`src/rtl/inv_pkg.sv`:
```
// rtl/inv_pkg.sv - mode type and combinational operation shared by the inverter pipeline
package inv_pkg;

  typedef enum logic [1:0] {
    MODE_PASS   = 2'd0,
    MODE_INV    = 2'd1,
    MODE_MASK   = 2'd2,
    MODE_INVREV = 2'd3
  } mode_t;

  localparam int OP_MAX_W = 64;

  // Operates on a zero-extended operand; only the low 'width' bits are meaningful.
  function automatic logic [OP_MAX_W-1:0] inv_op(
    input logic [OP_MAX_W-1:0] a,
    input logic [OP_MAX_W-1:0] m,
    input mode_t               mode,
    input int                  width
  );
    logic [OP_MAX_W-1:0] y;
    y = a;
    case (mode)
      MODE_PASS: y = a;
      MODE_INV:  y = ~a;
      MODE_MASK: y = a ^ m;
      MODE_INVREV: begin
        y = '0;
        for (int i = 0; i < OP_MAX_W; i++) begin
          if (i < width) y[6'(i)] = ~a[6'(width - 1 - i)];
        end
      end
      default: y = a;
    endcase
    return y;
  endfunction

endpackage

```
`src/rtl/inv_stage.sv`:
```
// rtl/inv_stage.sv - one pipeline slot: valid bit plus data register with load enable
module inv_stage #(
  parameter int WIDTH = 8
) (
  input  logic             clk,
  input  logic             rst,
  input  logic             i_load,
  input  logic             i_valid,
  input  logic [WIDTH-1:0] i_data,
  output logic             o_valid,
  output logic [WIDTH-1:0] o_data
);

  logic             r_valid;
  logic [WIDTH-1:0] r_data;

  // Data is only overwritten by a valid item so an emptied slot keeps its last contents.
  always_ff @(posedge clk) begin
    if (rst) begin
      r_valid <= 1'b0;
      r_data  <= '0;
    end else if (i_load) begin
      r_valid <= i_valid;
      if (i_valid) r_data <= i_data;
    end
  end

  assign o_valid = r_valid;
  assign o_data  = r_data;

endmodule

```
`src/rtl/inv_pipe.sv`:
```
// rtl/inv_pipe.sv - elastic DEPTH-stage pipeline applying pass/invert/mask/invert-reverse
module inv_pipe
  import inv_pkg::*;
#(
  parameter int WIDTH = 8,
  parameter int DEPTH = 2
) (
  input  logic             clk,
  input  logic             rst,
  input  logic             in_valid,
  output logic             in_ready,
  input  logic [WIDTH-1:0] in_data,
  input  logic [1:0]       in_mode,
  input  logic [WIDTH-1:0] in_mask,
  output logic             out_valid,
  input  logic             out_ready,
  output logic [WIDTH-1:0] out_data,
  output logic [15:0]      xfer_cnt
);

  logic [DEPTH-1:0]            w_v;
  logic [DEPTH-1:0]            w_ld;
  logic [DEPTH-1:0][WIDTH-1:0] w_d;
  logic [OP_MAX_W-1:0]         w_op_full;
  logic [WIDTH-1:0]            w_op;
  logic                        w_op_unused;
  logic [15:0]                 r_xfer_cnt;

  assign w_op_full   = inv_op(OP_MAX_W'(in_data), OP_MAX_W'(in_mask), mode_t'(in_mode), WIDTH);
  assign w_op        = w_op_full[WIDTH-1:0];
  assign w_op_unused = ^w_op_full;

  // A slot may load when it is empty or its successor is taking its item this cycle.
  always_comb begin
    logic [DEPTH-1:0] ld;
    ld = '0;
    ld[DEPTH-1] = !w_v[DEPTH-1] || out_ready;
    for (int k = DEPTH - 2; k >= 0; k--) begin
      ld[k] = !w_v[k] || ld[k+1];
    end
    w_ld = ld;
  end

  for (genvar k = 0; k < DEPTH; k++) begin : g_stage
    logic             w_sv;
    logic [WIDTH-1:0] w_sd;
    if (k == 0) begin : g_head
      assign w_sv = in_valid;
      assign w_sd = w_op;
    end else begin : g_body
      assign w_sv = w_v[k-1];
      assign w_sd = w_d[k-1];
    end
    inv_stage #(.WIDTH(WIDTH)) u_stage (
      .clk     (clk),
      .rst     (rst),
      .i_load  (w_ld[k]),
      .i_valid (w_sv),
      .i_data  (w_sd),
      .o_valid (w_v[k]),
      .o_data  (w_d[k])
    );
  end

  always_ff @(posedge clk) begin
    if (rst) begin
      r_xfer_cnt <= '0;
    end else if (out_valid && out_ready) begin
      r_xfer_cnt <= r_xfer_cnt + 16'd1;
    end
  end

  assign in_ready  = w_ld[0] && !rst;
  assign out_valid = w_v[DEPTH-1];
  assign out_data  = w_d[DEPTH-1];
  assign xfer_cnt  = r_xfer_cnt;

endmodule

```
`config.mk`:
```
export PLATFORM = sky130hd
export DESIGN_NAME = inv_pipe
export DESIGN_NICKNAME = d
export VERILOG_FILES = /design/src/rtl/inv_pkg.sv /design/src/rtl/inv_stage.sv /design/src/rtl/inv_pipe.sv
export SDC_FILE = /design/constraint.sdc
export NUM_CORES = 1
export LEC_CHECK = 0
export BUFFER_PORTS_ARGS = -buffer_cell sky130_fd_sc_hd__clkbuf_2
export CORE_ASPECT_RATIO = 1.75
export CORE_UTILIZATION = 46
export DETAILED_ROUTE_END_ITERATION = 6
export PLACE_DENSITY = 0.75
export SYNTH_ARGS = -nofsm -noshare
export SYNTH_HDL_FRONTEND = slang
export SYNTH_SLANG_ARGS = --single-unit
```
`constraint.sdc`:
```
create_clock -name clk -period 1.4 [get_ports clk]
set_input_delay 0.07 -clock clk [delete_from_list [all_inputs] [get_ports clk]]
set_output_delay 0.07 -clock clk [all_outputs]
set_load 0.02 [all_outputs]
```
==> results_dict.tcl <==
set metrics [dict create \
    cts_hold_buffers 0 \
    overflow 0 \
    worst_pin_slew_ns 0.377 \
    holdPathEnd "g_stage[0].u_stage.o_valid" \
    syn-cell-area_um2 1630 \
    grtUsageMet1 0.195 \
    synth-seq-area-share 0.417 \
    die_x_um 47 \
    final_max_slew_viol_count 0 \
    fp-row-count 28 \
    synth.area.top_cells "dfxtp_1 (42%), mux2i_1 (9.8%), xor2_1 (6.4%)" \
    die_h_um 80.8 \
    r2r-end "xfer_cnt[13]" \
    num-fill-cells 300 \
    timing_hold_violations_final 0 \
    dp_hpwl_um 2530 \
    synthFlopType "dfxtp_1" \
    p_leak_nw 1.07 \
    final_core_util 0.659 \
    async_reset_ff_frac 0 \
    synth_top_cell_area_share 0.417 \
    fin_skew_ns 0.00947 \
    grt_start_max_net_pins 17 \
    antenna-diode-count 0 \
    die_area_um2 3800 \
    place_ws_ns -0.0396 \
    drt_wl_total_um 3420 \
    core_um2 3400 \
    nets 272 \
    worstSkewPairLatency_ns 0.29 \
    io_buffers 47 \
    cts_buffers 5 \
    drtIter0Drc 18 \
    yosys_register_bits 34 \
    cts_max_level 2 \
    maxCapViolations 0 \
    power_mw 1.96 \
    area_growth_pct 37.4 \
    clock_sinks 34 \
    timing.final.ws_setup_ns 0.0151 \
    crit_arrival_ns 1.56 \
    synth_edf_count 0 \
    cts.path.max_buffers 2 \
    reg2reg_depth 4 \
    gp_congestion 0.782 \
    wl_per_cell_um 11.6 \
    cp.required_ns 1.57 \
    pin_count 48 \
    hold_path.startpoint "in_valid" \
    timing.hold.ws_ns 0.0426 \
    start_kind "register" \
    syn-num-nets 205 \
    grt_use_met2 0.335 \
    cellPowerDensity_nw_per_um2 876 \
    maxSlewHeadroom 0.749 \
    status "finished clean" \
    holdCritPathClass "in2reg" \
    r2r-start "g_stage[1].u_stage.o_valid" \
    clkSlewWorstSetupHoldPaths_ns 0.07 \
    synth_cells 182 \
    drtAntennaViolNets 0 \
    fmax_mhz 722 \
    end_kind "register" \
    drive_gt1_frac 0.404 \
    syn_area_per_cell_um2 8.96 \
    whs_path_depth 3 \
    rrSetupSlack_ns 0.02 \
    period_share 0.989 \
    drc_errors 0 \
    cts_root_buf "clkbuf_8" \
    vdd_drop_max_v 0.000719 \
    setup_viol 0 \
    grt_pass1_wl_um 5130 \
    post-route-min-period_ns 1.38 \
    first_pass_iters 4 \
    vias 1487 \
    cts_tree "built" \
    use_met3 0.0489 \
    initial_utilization 0.480 \
    grt_usage 0.190 \
    ys_types 31 \
    synth_warnings 0 \
    crit_type "reg2reg" \
    crit_fanout 6 \
    rsz0062_at_grt "yes" \
    antenna_found_initial 0 \
    synth_top_area_cell "dfxtp_1" \
    vias_per_cell 5.04 \
    grt_pass1_vias 1234 \
    top_usage_layer "met2" \
]
[power by group]
| part | switching, mW | total (mW) | internal (mW) |
|---|---|---|---|
| clock | 0.345 | 0.741 | 0.396 |
| combinational | 0.118 | 0.221 | 0.103 |
| sequential | 0.0188 | 1.00 | 0.982 |
[worst max-delay path, cell delays in order (launching register included)]
cell and delay, ns:
dfxtp_4 0.38, nand3_4 0.08, nor4_4 0.37, nand3_1 0.14, mux2_1 0.32
[metal layers]
metal	up-vias	wire length, um
met5	-	0
met4	0	99
met3	10	148
met2	47	1820
met1	676	1350
li1	754	-
[registers in the layout, summed over array words and instances (netlist names)]
name,flops
g_stage.u_stage.o_data,16
g_stage.u_stage.o_valid,2
xfer_cnt,16
[repair_timing]
action | 4_1_cts | 5_1_grt
setup buffers | 0 | 4
gates cloned | 0 | 0
resized for setup | 1 | 11
pin swaps | 0 | 5
setup endpoints to repair | 8 | 7
[cells in the final DEF, fill, tap and decap left out, types with 2 or more instances in the layout]
cell type | Yosys | routed
a21oi_1 | 4 | 3
clkbuf_2 | 0 | 47
mux2_1 | 3 | 2
mux2i_1 | 16 | 16
a22o_1 | 8 | 8
clkbuf_8 | 0 | 6
inv_1 | 2 | 2
nor3_1 | 4 | 3
nand2_1 | 23 | 21
nor2_1 | 27 | 26
buf_4 | 0 | 19
dfxtp_2 | 0 | 2
nand2_2 | 0 | 2
nand3_1 | 5 | 5
nand2b_1 | 2 | 2
dfxtp_4 | 0 | 8
o21ai_0 | 9 | 9
nand4_1 | 2 | 2
xnor2_1 | 6 | 6
dfxtp_1 | 34 | 24
nor2b_1 | 3 | 3
and3_1 | 2 | 2
xor2_1 | 12 | 12
[cell type report]
| cell class | instances | area (um2) | share of cell area |
|---|---|---|---|
| multi-input cells | 138 | 961 | 0.429 |
| flip-flops and latches | 34 | 713 | 0.318 |
| repair buffers | 68 | 410 | 0.183 |
| clock buffers | 7 | 86.3 | 0.0385 |
| well taps | 45 | 56.3 | 0.0251 |
| inverters | 2 | 7.51 | 0.00335 |
| clock inverters | 1 | 5.00 | 0.00223 |
[how the worst max path moves through the flow]
stage	start	end	slack [ns]
finish	g_stage[1].u_stage.o_valid	xfer_cnt[13]	0.02
global route	g_stage[1].u_stage.o_valid	xfer_cnt[13]	-0.03
CTS	xfer_cnt[5]	xfer_cnt[13]	0.009
detailed placement	g_stage[1].u_stage.o_valid	g_stage[0].u_stage.o_data[3]	-0.04
global placement	g_stage[1].u_stage.o_valid	g_stage[0].u_stage.o_data[1]	0.02
floorplan	xfer_cnt[7]	xfer_cnt[11]	-0.000006
[synth_stat cells (2+ instances only)]
cell type	n
dfxtp_1	34
o21ai_0	9
xnor2_1	6
and3_1	2
mux2_1	3
mux2i_1	16
nor3_1	4
xor2_1	12
a22o_1	8
nand4_1	2
nand2b_1	2
nor2b_1	3
a21oi_1	4
inv_1	2
nand3_1	5
clkbuf_1	5
nor2_1	27
nand2_1	23
buf_2	3
[metrics by stage]
step	area, um2	setup TNS (ns)	cells
after floorplan	1660	-0.00000555	182
after global placement	2060	0	283
after detailed placement	2060	-0.267	283
after CTS	2150	0	291
after global routing	2240	-0.0555	295
final	2240	0	295
[logic make-up (layout without fill, tap and decap cells)]
kind of cell | Yosys count | in the layout | share of synthesized area
AND/OR/NAND/NOR | 78 | 78 | 0.246
flip-flops | 34 | 34 | 0.417
AO/OA/AOI/OAI | 22 | 22 | 0.0883
multiplexers | 19 | 19 | 0.119
XOR/XNOR | 18 | 18 | 0.0967
buffers and inverters | 10 | 78 | 0.0253
adder cells (fa/ha/maj) | 1 | 1 | 0.00767
(Power assumes the default switching activity.)
